$ cat config.mk
export PLATFORM = sky130hd
export DESIGN_NAME = lock_code_sender
export DESIGN_NICKNAME = d
export VERILOG_FILES = /design/src/rtl/lock_code_sender.sv
export SDC_FILE = /design/constraint.sdc
export NUM_CORES = 1
export LEC_CHECK = 0
export ABC_AREA = 1
export ABC_CLOCK_PERIOD_IN_PS = 4100
export BUFFER_PORTS_ARGS = -buffer_cell sky130_fd_sc_hd__buf_2
export CAP_MARGIN = 25
export CORE_ASPECT_RATIO = 0.8
export CORE_UTILIZATION = 56
export CTS_BUF_LIST = sky130_fd_sc_hd__clkbuf_8
export DETAILED_ROUTE_END_ITERATION = 7
export PLACE_DENSITY = 0.78
export SLEW_MARGIN = 0
export SYNTH_ARGS = -nofsm -noshare
export SYNTH_HDL_FRONTEND = slang
export SYNTH_SLANG_ARGS = --single-unit
$ cat constraint.sdc
create_clock -name clk -period 4.1 [get_ports clk]
set_input_delay 0.41 -clock clk [delete_from_list [all_inputs] [get_ports clk]]
set_output_delay 0.41 -clock clk [all_outputs]
set_load 0.01 [all_outputs]
$ cat src/rtl/lock_code_sender.sv
// lock_code_sender: bit-serial transmitter for the 6-bit sequence lock.
// Latches a parallel code on start, drives a guard gap and then the code
// MSB-first. It samples the lock's unlock flag with the last bit and retries
// up to MAX_TRIES attempts. It reports back through start/busy/done/ok/tries.
module lock_code_sender #(
  parameter int WIDTH      = 6,
  parameter int GAP_CYCLES = 2,
  parameter int MAX_TRIES  = 3,
  parameter int TRY_W      = 2
) (
  input  logic             clk,
  input  logic             reset,
  input  logic             start,
  input  logic [WIDTH-1:0] code,
  input  logic             l_in,
  output logic             a_out,
  output logic             busy,
  output logic             done,
  output logic             ok,
  output logic [TRY_W-1:0] tries
);

  localparam int GAP_W = (GAP_CYCLES > 1) ? $clog2(GAP_CYCLES) : 1;
  localparam int IDX_W = (WIDTH > 1) ? $clog2(WIDTH) : 1;

  typedef enum logic [1:0] {IDLE, GAP, SEND, FIN} state_t;

  state_t             state, state_d;
  logic [WIDTH-1:0]   code_q, code_d;
  logic [GAP_W-1:0]   gap_cnt, gap_d;
  logic [IDX_W-1:0]   idx, idx_d;
  logic [TRY_W-1:0]   tries_d;
  logic               ok_d, a_out_d, busy_d, done_d;

  // Next-state, counters and the values the output registers take next.
  always_comb begin
    // NOTE: every comb-assigned signal gets a default first, so no path leaves it unassigned and no latch is inferred.
    state_d = state;
    code_d  = code_q;
    gap_d   = gap_cnt;
    idx_d   = idx;
    tries_d = tries;
    ok_d    = ok;

    unique case (state)
      IDLE: begin
        if (start) begin
          code_d  = code;
          tries_d = '0;
          ok_d    = 1'b0;
          gap_d   = GAP_W'(GAP_CYCLES - 1);
          state_d = GAP;
        end
      end
      GAP: begin
        if (gap_cnt == '0) begin
          idx_d   = IDX_W'(WIDTH - 1);
          state_d = SEND;
        end else begin
          gap_d = gap_cnt - 1'b1;
        end
      end
      SEND: begin
        if (idx == '0) begin
          // Last bit: the unlock flag is only meaningful on this edge.
          tries_d = tries + 1'b1;
          if (l_in) begin
            ok_d    = 1'b1;
            state_d = FIN;
          end else if (tries + 1'b1 == TRY_W'(MAX_TRIES)) begin
            ok_d    = 1'b0;
            state_d = FIN;
          end else begin
            gap_d   = GAP_W'(GAP_CYCLES - 1);
            state_d = GAP;
          end
        end else begin
          idx_d = idx - 1'b1;
        end
      end
      FIN:     state_d = IDLE;
      default: state_d = IDLE;
    endcase

    // Outputs are registered, so derive them from where the FSM is heading.
    a_out_d = 1'b0;
    unique case (state_d)
      GAP:     a_out_d = ~code_d[WIDTH-1];
      SEND:    a_out_d = code_d[idx_d];
      default: a_out_d = 1'b0;
    endcase
    busy_d = (state_d != IDLE);
    done_d = (state_d == FIN);
  end

  // State, datapath and output registers with asynchronous clear.
  always_ff @(posedge clk or posedge reset) begin
    if (reset) begin
      state   <= IDLE;
      code_q  <= '0;
      gap_cnt <= '0;
      idx     <= '0;
      tries   <= '0;
      ok      <= 1'b0;
      a_out   <= 1'b0;
      busy    <= 1'b0;
      done    <= 1'b0;
    end else begin
      // NOTE: sequential state uses non-blocking assignments so every register samples pre-edge values.
      state   <= state_d;
      code_q  <= code_d;
      gap_cnt <= gap_d;
      idx     <= idx_d;
      tries   <= tries_d;
      ok      <= ok_d;
      a_out   <= a_out_d;
      busy    <= busy_d;
      done    <= done_d;
    end
  end

endmodule

## After elaboration in Yosys (flattened, before gate mapping)

Index checks and enable logic that the tools add are counted.

| word-level totals | value |
|---|---|
| flip-flop bits (word level) | 18 |
| input bits | 10 |
| output and inout port bits | 6 |
| logic and storage cells | 62 |

| operators by class | value |
|---|---|
| add/subtract/negate cells | 3 |
| $lt $le $gt $ge | 1 |
| eq/ne operators | 12 |
| multiplexer cells | 28 |
| bitwise operators | 1 |
| reduce and logical (&&, ||, !) cells | 8 |

Operators with widths:

| operator | count |
|---|---|
| $mux 2 | 7 |
| $mux 6 | 2 |
| $eq 2x2->1 const B | 5 |
| $mux 1 | 10 |
| $ne 2x2->1 const B | 4 |
| $pmux 2 s4 | 1 |
| $mux 3 | 2 |
| $pmux 3 s2 | 1 |
| $reduce_and 5->1 | 1 |
| $eq 2x1->1 const B | 2 |
| $lt 3x4->1 const B | 1 |
| $pmux 1 s2 | 2 |
| $pmux 2 s2 | 1 |
| $reduce_and 4->1 | 1 |
| $reduce_bool 2->1 | 2 |
| $bmux 1 s3 | 1 |
| $logic_not 3->1 | 1 |
| $ne 3x3->1 const B | 1 |
| $pmux 1 s3 | 1 |
| $reduce_and 3->1 | 1 |
| $reduce_bool 3->1 | 1 |
| $sub 3x1->3 const B | 1 |
| $add 2x1->2 const B | 1 |
| $logic_not 2->1 | 1 |
| 2 further kinds | 2 |

## Longest topological paths before layout

| logic depth | value |
|---|---|
| depth in word-level cells | 8 |
| mapped depth | 13 |
| depth with buffers taken out | 13 |

## Least setup slack after synthesis

Ideal clock, no wire load.

| path | value |
|---|---|
| path kind | register to register |
| from | register state[0] |
| to | register a_out |
| setup time | 73 ps |
| arrival | 1753 ps |
| required time | 4027 ps |
| path slack | 2274 ps |
| cell stages (with the launch flop) | 14 |
| path buffers | 1 |
| period minus slack after synthesis | 1826 ps |
| cells stage by stage | dfrtp_1 -> inv_1 -> ha_1 -> buf_6 -> nand3_2 -> o221ai_1 -> nand2_1 -> o21a_1 -> inv_1 -> ha_1 -> inv_1 -> a21oi_1 -> nand2_1 -> a21oi_2 |

| on the way | value |
|---|---|
| elaborated cells between the ends (all ways) | 16 |
| those cells by class | eq/ne: 5; mux: 9; bitwise: 1; reduce/logical: 1 |

RTL lines:

| item | RTL line | source |
|---|---|---|
| from (decl) | 28 | `state_t state, state_d;` |
| from (signal assigned) | 110 | `state <= state_d;` |
| $eq 2x2->1, or another cell as far along | 45 | `unique case (state)` |
| $pmux 2 s4 (*) | 45 |  |
| via state_d[1] | 28 |  |
| $eq 2x2->1 / $eq 2x1->1 (equally long branches) | 87 | `unique case (state_d)` |
| $pmux 1 s2 (*) | 87 |  |
| via a_out_d | 33 | `logic ok_d, a_out_d, busy_d, done_d;` |
| to (signal assigned) | 116 | `a_out <= a_out_d;` |
| to (decl) | 16 | `output logic a_out,` |

The timed path passes the listed nets; every way through them passes the cells marked *. The select of a mux whose other input is x is not followed.
A chain may end at the register's enable or synchronous reset.

## Worst setup path in the final report

Ends and elaborated chain as after synthesis.

==> results.sh <==
export IMPL_ir_drop_v=0.0004866
export IMPL_hold_viol=0
export IMPL_routed_wl_um=2003
export IMPL_wl_per_cell_um=11.38
export IMPL_clock_sinks=18
export IMPL_clock_power_share_pct=14.7
export IMPL_seqPwrFrac_pct=28.7
export IMPL_clockBufferDepth=2
export IMPL_fin_setup_tns_ps=0
export IMPL_core_mm2=0.001892
export IMPL_worstMarginPinSlew_ps=685.0
export IMPL_r2r_start="state[0]"
export IMPL_ios=16
export IMPL_async_reset_ff_share_pct=100.0
export IMPL_cts_htree_levels=1
export IMPL_root_buffer="clkbuf_8"
export IMPL_synth_top_family_by_area="simple AND/OR/NAND/NOR gates"
export IMPL_clock_fmax_ghz=0.4531
export IMPL_drv_slew=0
export IMPL_startpoint_type="register"
export IMPL_cts_tree="yes"
export IMPL_ctsHoldBuffers=0
export IMPL_grt_antenna_before_repair=0
export IMPL_clk_latency_ps=260
export IMPL_fin_skew_ps=3.525
export IMPL_end_kind="register"
export IMPL_cts_setup_buffers=0
export IMPL_critPathArrivalTime_ps=2390
export IMPL_synthAdderAreaFrac_pct=13.30
export IMPL_p_int_uw=549.6
export IMPL_rsz0062_at_grt="false"
export IMPL_area_growth_pct=12.19
export IMPL_outcome="finished clean"
export IMPL_timing_final_crit_share_pct=53.83
export IMPL_ys_top_cells_by_area="dfrtp_1, ha_1, inv_1"
export IMPL_drc=0
export IMPL_rows=14
export IMPL_die_area_mm2=0.002200
export IMPL_syn_inst=135
export IMPL_cts_resized=0
export IMPL_ys_flop_type="dfrtp_1"
export IMPL_syn_area_per_cell_um2=8.360
export IMPL_grt_max_degree=19
export IMPL_ys_types=23
export IMPL_antenna_cells=0
export IMPL_num_vias=851
export IMPL_first_pass_iters=4
export IMPL_gr_total_overflow=0
export IMPL_yosys_top_cells_count="inv_1, nand2_1, dfrtp_1"
export IMPL_p_sw_share_pct=44.91
export IMPL_synth_simple_gate_area_share_pct=21.62
export IMPL_drive_above_1_share_pct=21.71
export IMPL_p_total_uw=997.6
export IMPL_die_h_um=42.16
export IMPL_setup_viol=0
export IMPL_grt_pass1_vias=826
export IMPL_grt_use_total_pct=22.00
export IMPL_p_per_area_mw_per_mm2=787.9
export IMPL_io_buffers=15
export IMPL_drt_initial_drc_count=27
export IMPL_initial_core_util_pct=59.66
export IMPL_min_path_type="input port to async pin"
export IMPL_synth_xor_area_share_pct=0
export IMPL_worst_path_max_fanout=8
export IMPL_critPathLaunch="state[0]"
export IMPL_synth_fp_nets=157
export IMPL_fin_nets=175
export IMPL_synth_compound_area_share_pct=11.86
export IMPL_synth_top_cell_area_share_pct=39.91
export IMPL_yosysTopAreaCell="dfrtp_1"
export IMPL_die_x_um=52.19
export IMPL_yosysMostFrequentCell="inv_1"
export IMPL_clk_pin_slew_ps=70
export IMPL_numCtsBuffers=3
export IMPL_relSlewSlack_pct=54.28
export IMPL_cp_required_ps=4280
export IMPL_drv_cap=0
export IMPL_syn_area_mm2=0.001129
export IMPL_hpwlAfterDp_um=1554
export IMPL_layout_min_cycle_time_ps=2207
export IMPL_grt_pass1_wl_um=3546
export IMPL_via_per_inst=4.835
export IMPL_synth_edf_count=0
export IMPL_yosys_register_bits=18
export IMPL_critical_path_class="register to register"
export IMPL_p_leak_uw=0.0007074
export IMPL_synthMuxAreaShare_pct=0.9978
export IMPL_power_switching_uw=448.1
export IMPL_yosysSeqAreaShare_pct=39.91
export IMPL_combPwrFrac_pct=56.6
export IMPL_place_congestion=0.8955
export IMPL_yosysWarnings=0
export IMPL_drtAntennaViolNets=0
-- final timing paths --
path	to	cells past startpoint	slack (ps)
min in group clk	ok	3	400
max in group asynchronous	idx[2]	2	3420
worst max-delay path	a_out	12	1890
worst max register to register	a_out	12	1890
worst min register to register	ok	2	470
worst min-delay path	tries[0]	2	240
-- layout make-up --
cell class | count | area (um2)
multi-input cells | 84 | 539.3
inverters | 31 | 116.4
well taps | 24 | 30.03
clock buffers | 4 | 55.05
fillers | 164 | 625.6
flip-flops and latches | 18 | 450.4
repair buffers | 15 | 75.07
-- through the flow --
| stage | utilization [%] | std cells | cell area, um2 | setup slack (ps) | hold WS, ps |
|---|---|---|---|---|---|
| 3_3_place_gp | 64.02 | 172 | 1211 | 2058 | 449.1 |
| 6_report | 66.93 | 176 | 1266 | 1893 | 244.8 |
| 5_1_grt | 66.93 | 176 | 1266 | 1685 | 306.4 |
| 2_1_floorplan | - | 135 | 1129 | 2274 | 348.6 |
| 4_1_cts | 66.93 | 176 | 1266 | 1888 | 278.4 |
| 3_5_place_dp | 64.02 | 172 | 1211 | 1906 | 463.7 |
-- registers in the layout, summed over array words and instances, names as in the netlist --
signal / count
a_out: 1
idx: 3
state: 2
code_q: 6
gap_cnt: 1
ok: 1
busy: 1
done: 1
tries: 2
-- routing by layer --
layer,track usage (%),routed length (um)
met2,31.54,901
met1,31.46,969
met5,0,0
met3,6.884,93
met4,7.368,38
-- cells in the final DEF (no fill, tap or decap), drive strengths merged --
cell type  count
o221ai         1
or2            1
nand3b         1
clkbuf         4
o21a           3
inv           31
mux2           1
a31oi          1
dfrtp         18
o211ai         1
nor3           1
nor2           5
a21oi          6
buf           15
nand2         31
o21ai          8
nand3         12
ha            12
-- cells by family (layout without fill, tap and decap cells) --
logic type,after synthesis,in the layout
fa+ha+maj,12,12
compound gates,20,20
mux,1,1
buf+inv,33,50
flops,18,18
simple gates,51,51
-- power by group through the flow --
stage / Sequential, uW / Combinational [uW] / Clock [uW]
after floorplan: 297 / 445 / 0
after global placement: 288 / 545 / 0
after detailed placement: 291 / 559 / 0
after CTS: 288 / 566 / 150
after global routing: 295 / 643 / 157
final: 286 / 565 / 146
-- worst max-delay path, stage by stage, from the launching register on --
cell and delay [ps]:
dfrtp_1 410, inv_1 140, ha_1 350, nand3_2 190, o221ai_1 240, nand2_1 80, o21a_1 140, inv_1 100
ha_1 150, inv_1 40, a21oi_1 100, nand2_1 70, a21oi_2 120
No activity file was read; power rests on OpenSTA's default activity.
